==> config.mk <==
export PLATFORM = sky130hd
export DESIGN_NAME = garage_occupancy_ctrl
export DESIGN_NICKNAME = d
export VERILOG_FILES = /design/src/rtl/garage_occupancy_ctrl.sv
export SDC_FILE = /design/constraint.sdc
export NUM_CORES = 1
export LEC_CHECK = 0
export ABC_CLOCK_PERIOD_IN_PS = 7210
export CAP_MARGIN = 20
export CORE_ASPECT_RATIO = 0.5
export CORE_MARGIN = 8
export CORE_UTILIZATION = 35
export DETAILED_ROUTE_END_ITERATION = 8
export DONT_BUFFER_PORTS = 1
export SETUP_SLACK_MARGIN = 0.2
export SLEW_MARGIN = 20
export SYNTH_ARGS = -nofsm -noshare
export SYNTH_HDL_FRONTEND = slang
export SYNTH_SLANG_ARGS = --single-unit
==> constraint.sdc <==
create_clock -name clk -period 7.21 [get_ports clk]
set_input_delay 1.442 -clock clk [delete_from_list [all_inputs] [get_ports clk]]
set_output_delay 1.442 -clock clk [all_outputs]
set_load 0.03 [all_outputs]
==> src/rtl/garage_occupancy_ctrl.sv <==
// garage_occupancy_ctrl
//
// Multi-lane garage occupancy tracker. Serves LANES entry lanes and LANES
// exit lanes in parallel. Each lane has a two-state gate FSM with a
// down-counting open timer. Entry and exit requests are arbitrated against
// the occupancy at the start of the cycle, lowest lane index first.
// Every output is registered.
//
// Parameters:
//   CAPACITY     number of spaces (1..1023)
//   LANES        entry lanes, and separately exit lanes (1..8)
//   GATE_CYCLES  cycles a gate stays open after a grant (>=1)
//   ALMOST_FULL  occupancy threshold for almost_full (<= CAPACITY)
//
// Ports:
//   clk, reset              clock; asynchronous active-high reset
//   ent_req, ext_req        per-lane level-sampled requests
//   ent_grant, ent_reject   one-cycle pulses per entry lane
//   ext_grant, ext_err      one-cycle pulses per exit lane
//   ent_gate, ext_gate      gate open per lane
//   count                   current occupancy
//   full, almost_full, empty occupancy flags, consistent with count
//
// Optional feature (macro GARAGE_STATS_EN):
//   peak          maximum occupancy since reset
//   reject_total  saturating count of ent_reject pulses
//
// Gate FSM states (one instance per lane and direction):
//   state | meaning
//   IDLE  | gate closed; a request on this lane is eligible
//   OPEN  | gate open; timer counts down, lane eligible again when timer==1
module garage_occupancy_ctrl #(
  parameter int CAPACITY    = 50,
  parameter int LANES       = 2,
  parameter int GATE_CYCLES = 4,
  parameter int ALMOST_FULL = 45,
  localparam int CW         = $clog2(CAPACITY + 1)
) (
  input  logic             clk,
  input  logic             reset,
  input  logic [LANES-1:0] ent_req,
  input  logic [LANES-1:0] ext_req,
  output logic [LANES-1:0] ent_grant,
  output logic [LANES-1:0] ent_reject,
  output logic [LANES-1:0] ext_grant,
  output logic [LANES-1:0] ext_err,
  output logic [LANES-1:0] ent_gate,
  output logic [LANES-1:0] ext_gate,
  output logic [CW-1:0]    count,
  output logic             full,
  output logic             almost_full,
  output logic             empty
`ifdef GARAGE_STATS_EN
  ,
  output logic [CW-1:0]    peak,
  output logic [15:0]      reject_total
`endif
);

  localparam int AW = CW + 4;
  localparam int TW = $clog2(GATE_CYCLES + 1);

  typedef enum logic {
    IDLE = 1'b0,
    OPEN = 1'b1
  } gate_state_t;

  gate_state_t      ent_state [LANES];
  gate_state_t      ext_state [LANES];
  logic [TW-1:0]    ent_timer [LANES];
  logic [TW-1:0]    ext_timer [LANES];

  logic [LANES-1:0] ent_free;
  logic [LANES-1:0] ext_free;
  logic [LANES-1:0] ent_acc;
  logic [LANES-1:0] ent_rej;
  logic [LANES-1:0] ext_acc;
  logic [LANES-1:0] ext_rej;
  logic [AW-1:0]    ent_room;
  logic [AW-1:0]    ext_room;
  logic [AW-1:0]    n_ent;
  logic [AW-1:0]    n_ext;
  logic [CW-1:0]    next_count;

  // A gate in its last open cycle (timer==1) closes at the coming edge, so
  // its lane may be granted again at that same edge. This gives one vehicle
  // per GATE_CYCLES cycles on a lane that holds its request.
  always_comb begin
    ent_free = '0;
    ext_free = '0;
    for (int i = 0; i < LANES; i++) begin
      ent_free[i] = (ent_state[i] == IDLE) || (ent_timer[i] == TW'(1));
      ext_free[i] = (ext_state[i] == IDLE) || (ext_timer[i] == TW'(1));
    end
  end

  // Both budgets come from count at the start of the cycle, so a space
  // freed by an exit is not offered to an entry in the same cycle.
  always_comb begin
    ext_room = AW'(count);
    ent_room = AW'(CAPACITY) - AW'(count);
    n_ent    = '0;
    n_ext    = '0;
    ent_acc  = '0;
    ent_rej  = '0;
    ext_acc  = '0;
    ext_rej  = '0;
    for (int i = 0; i < LANES; i++) begin
      if (ext_req[i] && ext_free[i]) begin
        if (n_ext < ext_room) begin
          ext_acc[i] = 1'b1;
          n_ext      = n_ext + AW'(1);
        end else begin
          ext_rej[i] = 1'b1;
        end
      end
      if (ent_req[i] && ent_free[i]) begin
        if (n_ent < ent_room) begin
          ent_acc[i] = 1'b1;
          n_ent      = n_ent + AW'(1);
        end else begin
          ent_rej[i] = 1'b1;
        end
      end
    end
    next_count = CW'(AW'(count) + n_ent - n_ext);
  end

  always_ff @(posedge clk or posedge reset) begin
    if (reset) begin
      count       <= '0;
      full        <= 1'b0;
      almost_full <= (ALMOST_FULL == 0);
      empty       <= 1'b1;
      ent_grant   <= '0;
      ent_reject  <= '0;
      ext_grant   <= '0;
      ext_err     <= '0;
      for (int i = 0; i < LANES; i++) begin
        ent_state[i] <= IDLE;
        ext_state[i] <= IDLE;
        ent_timer[i] <= '0;
        ext_timer[i] <= '0;
      end
    end else begin
      count       <= next_count;
      full        <= (next_count == CW'(CAPACITY));
      almost_full <= (next_count >= CW'(ALMOST_FULL));
      empty       <= (next_count == '0);
      ent_grant   <= ent_acc;
      ent_reject  <= ent_rej;
      ext_grant   <= ext_acc;
      ext_err     <= ext_rej;
      for (int i = 0; i < LANES; i++) begin
        if (ent_acc[i]) begin
          ent_state[i] <= OPEN;
          ent_timer[i] <= TW'(GATE_CYCLES);
        end else if (ent_state[i] == OPEN) begin
          if (ent_timer[i] == TW'(1)) ent_state[i] <= IDLE;
          ent_timer[i] <= ent_timer[i] - TW'(1);
        end
        if (ext_acc[i]) begin
          ext_state[i] <= OPEN;
          ext_timer[i] <= TW'(GATE_CYCLES);
        end else if (ext_state[i] == OPEN) begin
          if (ext_timer[i] == TW'(1)) ext_state[i] <= IDLE;
          ext_timer[i] <= ext_timer[i] - TW'(1);
        end
      end
    end
  end

  // The FSM state register is the gate output itself.
  always_comb begin
    ent_gate = '0;
    ext_gate = '0;
    for (int i = 0; i < LANES; i++) begin
      ent_gate[i] = (ent_state[i] == OPEN);
      ext_gate[i] = (ext_state[i] == OPEN);
    end
  end

`ifdef GARAGE_STATS_EN
  logic [16:0] rej_sum;

  // Counted from the same-cycle reject decisions, so reject_total moves
  // together with the ent_reject pulses it counts.
  always_comb begin
    rej_sum = {1'b0, reject_total};
    for (int i = 0; i < LANES; i++) begin
      rej_sum = rej_sum + 17'(ent_rej[i]);
    end
  end

  always_ff @(posedge clk or posedge reset) begin
    if (reset) begin
      peak         <= '0;
      reject_total <= '0;
    end else begin
      if (next_count > peak) peak <= next_count;
      reject_total <= rej_sum[16] ? 16'hFFFF : rej_sum[15:0];
    end
  end
`endif

endmodule
==> results of run 1 <==
==> worst register-to-register path, stage by stage (launching register included) <==
cell	delay (ps)
dfrtp_1	610
inv_1	170
ha_1	280
and4bb_2	250
nor3_2	250
a21oi_1	80
a21oi_1	340
ha_1	210
nand3_1	90
fa_1	570
inv_1	60
ha_1	320
a211oi_1	260
o31ai_1	110
a21oi_1	170
xnor2_1	190
inv_1	100
nor4_1	240
==> logic make-up (layout without fill, tap and decap cells) <==
kind of cell	after synthesis	count (layout)	synth area share, %
AND/OR/NAND/NOR	48	48	13.8
buffers and inverters	35	42	6.85
flip-flops	33	33	43.1
AO/OA/AOI/OAI	27	27	10.3
adder cells (fa/ha/maj)	26	26	17.7
XOR/XNOR	12	12	5.48
multiplexers	5	5	2.74
==> cells in the final DEF, fill, tap and decap left out, types with 6 or more instances in the layout <==
master / n
inv_1: 32
dfrtp_1: 32
ha_1: 24
nand2_1: 12
nor2_1: 11
xor2_1: 6
a21oi_1: 6
xnor2_1: 6
clkbuf_8: 6
==> routing by layer <==
metal	up-vias	part of all wire (%)
met5	-	0
met4	0	2.4
met3	8	3.5
met2	14	48
met1	593	46
li1	616	-
==> cells in the mapped netlist (2+ instances only) <==
master / n / area [µm²]
nor2_1: 11 / 41.3
xnor2_1: 6 / 52.6
dfrtp_1: 32 / 801
xor2_1: 6 / 52.6
fa_1: 2 / 40.0
nor2b_1: 4 / 25.0
o21ai_0: 4 / 20.0
nand3_1: 3 / 15.0
inv_1: 32 / 120
mux2i_1: 3 / 30.0
a21oi_1: 6 / 30.0
and3_1: 2 / 12.5
nor4_1: 3 / 18.8
nand2b_1: 4 / 25.0
clkbuf_1: 2 / 7.51
nand2_1: 12 / 45.0
a21o_1: 2 / 15.0
ha_1: 24 / 300
a211oi_1: 4 / 30.0
mux2_2: 2 / 22.5
==> per-stage QoR <==
step	util, %	hold slack, ps	std cells	cell area (µm²)
after floorplan	-	478	186	1920
after global placement	37.4	493	258	2010
after detailed placement	37.4	502	258	2010
after CTS	39.6	521	266	2130
after global routing	39.6	534	266	2130
final	39.6	524	266	2130
==> worst paths after layout <==
kind / from / end / depth (start not counted)
worst max-delay path: count[3] / empty / 17
worst min-delay path: ent_timer[2] / ent_timer[2] / 2
worst max register to register: count[3] / empty / 17
worst min register to register: ent_timer[2] / ent_timer[2] / 2
max in group asynchronous: reset / empty / 2
min in group asynchronous: reset / ext_timer[1] / 1
==> area by class of cell <==
class | instances | area [µm²]
inverters | 33 | 124
clock inverters | 1 | 30.0
flip-flops and latches | 33 | 827
repair buffers | 1 | 7.51
multi-input cells | 118 | 960
clock buffers | 7 | 86.3
well taps | 73 | 91.3
fillers | 552 | 3250
==> impl_metrics.yaml, run 1 <==
global_routing:
  grt_overflow: 0
  grtUsageMet3_pct: 2.80
  top_usage_layer: "met2"
  grt_use_total_pct: 9.02
  grt_pass1_wl_um: 5710
  first_global_vias: 1224
  use_met1_pct: 9.81
  grt_antenna_before_repair: 0
  met2_usage_pct: 15.5
  grt_max_degree: 19
synthesis:
  synthCells: 186
  seq_area_frac_synth_pct: 43.1
  ys_types: 42
  synth_edf_count: 0
  syn-cell-area_mm2: 0.00192
  ys_ff_latch: 33
  synth_fp_nets: 218
  avgSynthCellArea_um2: 10.3
  async_flop_share_pct: 100
  ys.flop_type: "dfrtp_1"
  yosysWarningCount: 0
cts:
  cts_resized: 0
  cts.hold.buffers_added: 0
  cts-root-buf: "clkbuf_8"
  clk_pin_slew_ps: 70
  clock_latency_ps: 290
  cts_tree: "done"
  cts.path.max_buffers: 2
  post_cts_buffers: 0
  clock_sinks: 33
  cts_buffers: 5
  htree_levels: 2
timing:
  hold_viol_final: 0
  min_period_ps: 4400
  period_share_pct: 61.0
  slew_violations: 0
  grt_setup_unrepaired: "no"
  finalSetupTns_ps: 0
  max_freq_mhz: 227
  setup_violations: 0
  fin_skew_ps: 4.18
  worst_slack_ps: 2810
  slew_headroom_pct: 59.3
  worst_pin_slew_ps: 610
place:
  place.port_buffers: 0
  gp_congestion: 0.778
  dp.final_hpwl_um: 2730
  pre_cts_ws_ps: 2800
worst_setup_path:
  cp_data_required_time_ps: 7400
  critical_path_class: "flop to flop"
  crit_buf_inv: 3
  cp-end-kind: "flop"
  slowest_stage: "dfrtp_1"
  cpLargestDelayFamily: "adder cells"
  path_cells: "inv_1 > ha_1 > and4bb_2 > nor3_2 > a21oi_1 > a21oi_1 > ha_1 > nand3_1 > fa_1 > inv_1 > ha_1 > a211oi_1 > o31ai_1 > a21oi_1 > xnor2_1 > inv_1 > nor4_1"
  regToRegSetupSlack_ps: 2810
  crit_fanout: 7
  arrival_ps: 4590
  startpoint_type: "flop"
  worst_path_largest_cell_delay_ps: 610
routing:
  avgViaCountPerCell: 4.63
  postRouteWirelength_um: 3470
  vias: 1231
  ant_nets: 0
  dr.pass1.iters: 4
  drt-initial-drc-count: 55
  routedWlPerCell_um: 13.1
  drc: 0
die:
  rows: 19
  dieArea_mm2: 0.00825
  initial_core_util_pct: 35.7
  coreArea_mm2: 0.00537
  die_x_um: 121
  die_h_um: 68.3
  ios: 27
run:
  cap_violations: 0
min_path:
  hold_path_class: "flop to flop"
finish:
  fin_nets: 224
  area_delta_synth_final_pct: 10.8
  drive_gt1_share_pct: 10.9
  largestRegisters: "count: 6 flops, ent_timer: 6 flops, ext_timer: 6 flops"
  n_antenna_cell: 0
outcome:
  status: "finished clean"
Power of run 1 is left out: the tool's default activity adds up to more than one toggle a clock period on the data nets, which glitch-free logic cannot reach.
==> run 2: changes to the inputs <==
Settings changed: ABC_AREA set to 1, ABC_CLOCK_PERIOD_IN_PS 7210 to 3650.
Clock period 7.21 ns to 3.65 ns, I/O delays scaled along.
==> impl_metrics.yaml, run 2 <==
outcome:
  status: "finished clean"
cts:
  clk_pin_slew_ps: 50
  htree_levels: 2
  cts_buffers: 5
  cts.hold.buffers_added: 0
  cts_tree: "done"
  cts-root-buf: "clkbuf_16"
  clock_latency_ps: 270
  clock_sinks: 33
  cts.path.max_buffers: 2
worst_setup_path:
  startpoint_type: "flop"
  critical_path_class: "flop to flop"
  reg2reg_depth: 21
  worst_path_largest_cell_delay_ps: 450
  path_cells: "ha_4 > inv_4 > nand2_2 > nand2_1 > nand2_1 > nor2_2 > buf_4 > nand3_4 > ha_4 > or2_4 > nand2_2 > ha_4 > inv_2 > ha_4 > inv_2 > fa_2 > o21ai_4 > xor2_2 > inv_1 > nand2_1 > nor2_1"
  arrival_ps: 3470
  slowest_stage: "dfrtp_2"
  cp-end-kind: "flop"
  cp_data_required_time_ps: 3820
  cp_common_cell: "ha_4"
  crit_fanout: 4
synthesis:
  ys_types: 27
  yosys.area.top_type_share_pct: 40.3
  avgSynthCellArea_um2: 8.92
  yosysMostFrequentCell: "nand2_1"
  ys_ff_latch: 33
  synthTopCellsByCount: "nand2_1 (46), inv_1 (37), dfrtp_1 (32), ha_1 (24), nor2_1 (14)"
  async_flop_share_pct: 100
  seq_area_frac_synth_pct: 41.6
  synthCells: 223
  syn-cell-area_mm2: 0.00199
  synth_fp_nets: 255
  yosysWarningCount: 0
  yosys-top-cells-area: "dfrtp_1 (40%), ha_1 (15%), nand2_1 (8.7%), inv_1 (7.0%), nor2_1 (2.6%)"
  ys.flop_type: "dfrtp_1"
  synth_edf_count: 0
  yosysTopAreaCell: "dfrtp_1"
timing:
  finalSetupTns_ps: 0
  slew_violations: 0
  hold_viol_final: 0
  slew_headroom_pct: 46.8
  period_share_pct: 90.4
  max_freq_mhz: 303
  min_period_ps: 3300
  worst_pin_slew_ps: 797
  grt_setup_unrepaired: "no"
  fin_skew_ps: 2.48
  setup_violations: 0
  whs_ps: 497
  worst_slack_ps: 351
routing:
  routedWlPerCell_um: 13.7
  avgViaCountPerCell: 4.54
  dr.pass1.iters: 4
  drc: 0
  postRouteWirelength_um: 4460
  vias: 1486
  drt-initial-drc-count: 61
  ant_nets: 0
finish:
  final_cells: 327
  final_common_cell: "nand2_1"
  drive_gt1_share_pct: 35.0
  n_antenna_cell: 0
  fin_nets: 285
  largestRegisters: "count: 6 flops, ent_timer: 6 flops, ext_timer: 6 flops"
  layout_common_cells: "nand2_1 (43), inv_1 (32), dfrtp_1 (27), buf_4 (21), ha_1 (18)"
  area_delta_synth_final_pct: 30.2
run:
  cap_violations: 0
global_routing:
  first_global_vias: 1547
  grt_use_total_pct: 10.8
  grt_max_degree: 22
  grt_antenna_before_repair: 0
  grt_pass1_wl_um: 7250
  grt_overflow: 0
die:
  initial_core_util_pct: 36.2
  rows: 19
  coreArea_mm2: 0.00549
  die_h_um: 69.3
  dieArea_mm2: 0.00850
  ios: 27
  die_x_um: 123
place:
  dp.final_hpwl_um: 3060
  dpl.cell_count: 304
  pre_cts_ws_ps: 7.83
  gp_congestion: 0.822
  place.port_buffers: 0
min_path:
  hold_path_class: "primary input to asynchronous set/reset pin"
[run 2: through the flow]
stage | instance area [µm²] | utilization, %
final | 2590 | 47.2
after global routing | 2590 | 47.2
after CTS | 2450 | 44.6
after detailed placement | 2150 | 39.1
after global placement | 2150 | 39.1
after floorplan | 2000 | -
[run 2: path summary, 6_finish.rpt]
kind                              from      endpoint  slack, ps
hold reg to reg            ent_gate[0]   ent_gate[0]        510
setup / recovery              count[1]          full        350
hold / removal                   reset  ext_timer[0]        500
setup reg to reg              count[1]          full        350
max in group asynchronous        reset         empty       2380
min in group clk           ent_gate[0]   ent_gate[0]        510
[run 2: routing by layer]
layer	vias to the layer above	global-route usage, %	share of wire, %	wire length [µm]
li1	738	-	-	-
met1	714	11.3	41	1840
met2	24	19.2	53	2350
met3	10	3.57	3.9	173
met4	0	5.23	2.3	102
met5	-	0	0	0
[run 2: cells by family (layout without fill, tap and decap cells)]
group	Yosys count	count (layout)	synth area share (%)
xor+xnor	11	11	5.79
simple gates	89	89	21.6
flops	33	33	41.6
fa+ha+maj	26	26	17.1
compound gates	15	15	4.40
buf+inv	48	79	9.06
mux	1	1	0.503
[run 2: repair_timing]
action | in CTS | in global routing
setup endpoints to repair | 4 | 4
pin swaps | 10 | 19
resized for setup | 14 | 19
hold endpoints to repair | 0 | 0
buffers inserted | 7 | 8
[run 2: critical path, delay by kind of cell (launching register included)]
| family | cells | cell delay, ps |
|---|---|---|
| flops | 1 | 450 |
| fa+ha+maj | 5 | 1120 |
| compound gates | 1 | 170 |
| buf+inv | 5 | 380 |
| simple gates | 9 | 850 |
| xor+xnor | 1 | 200 |
[run 2: area by class of cell]
| type | instances | area, µm² |
|---|---|---|
| inverter | 48 | 191 |
| tap | 73 | 91.3 |
| multi-input combinational | 142 | 1120 |
| sequential | 33 | 833 |
| clock inverter | 1 | 30.0 |
| fill | 489 | 2900 |
| clock buffer | 7 | 143 |
| timing repair buffer | 23 | 180 |
Power of run 2 is left out for the same reason.
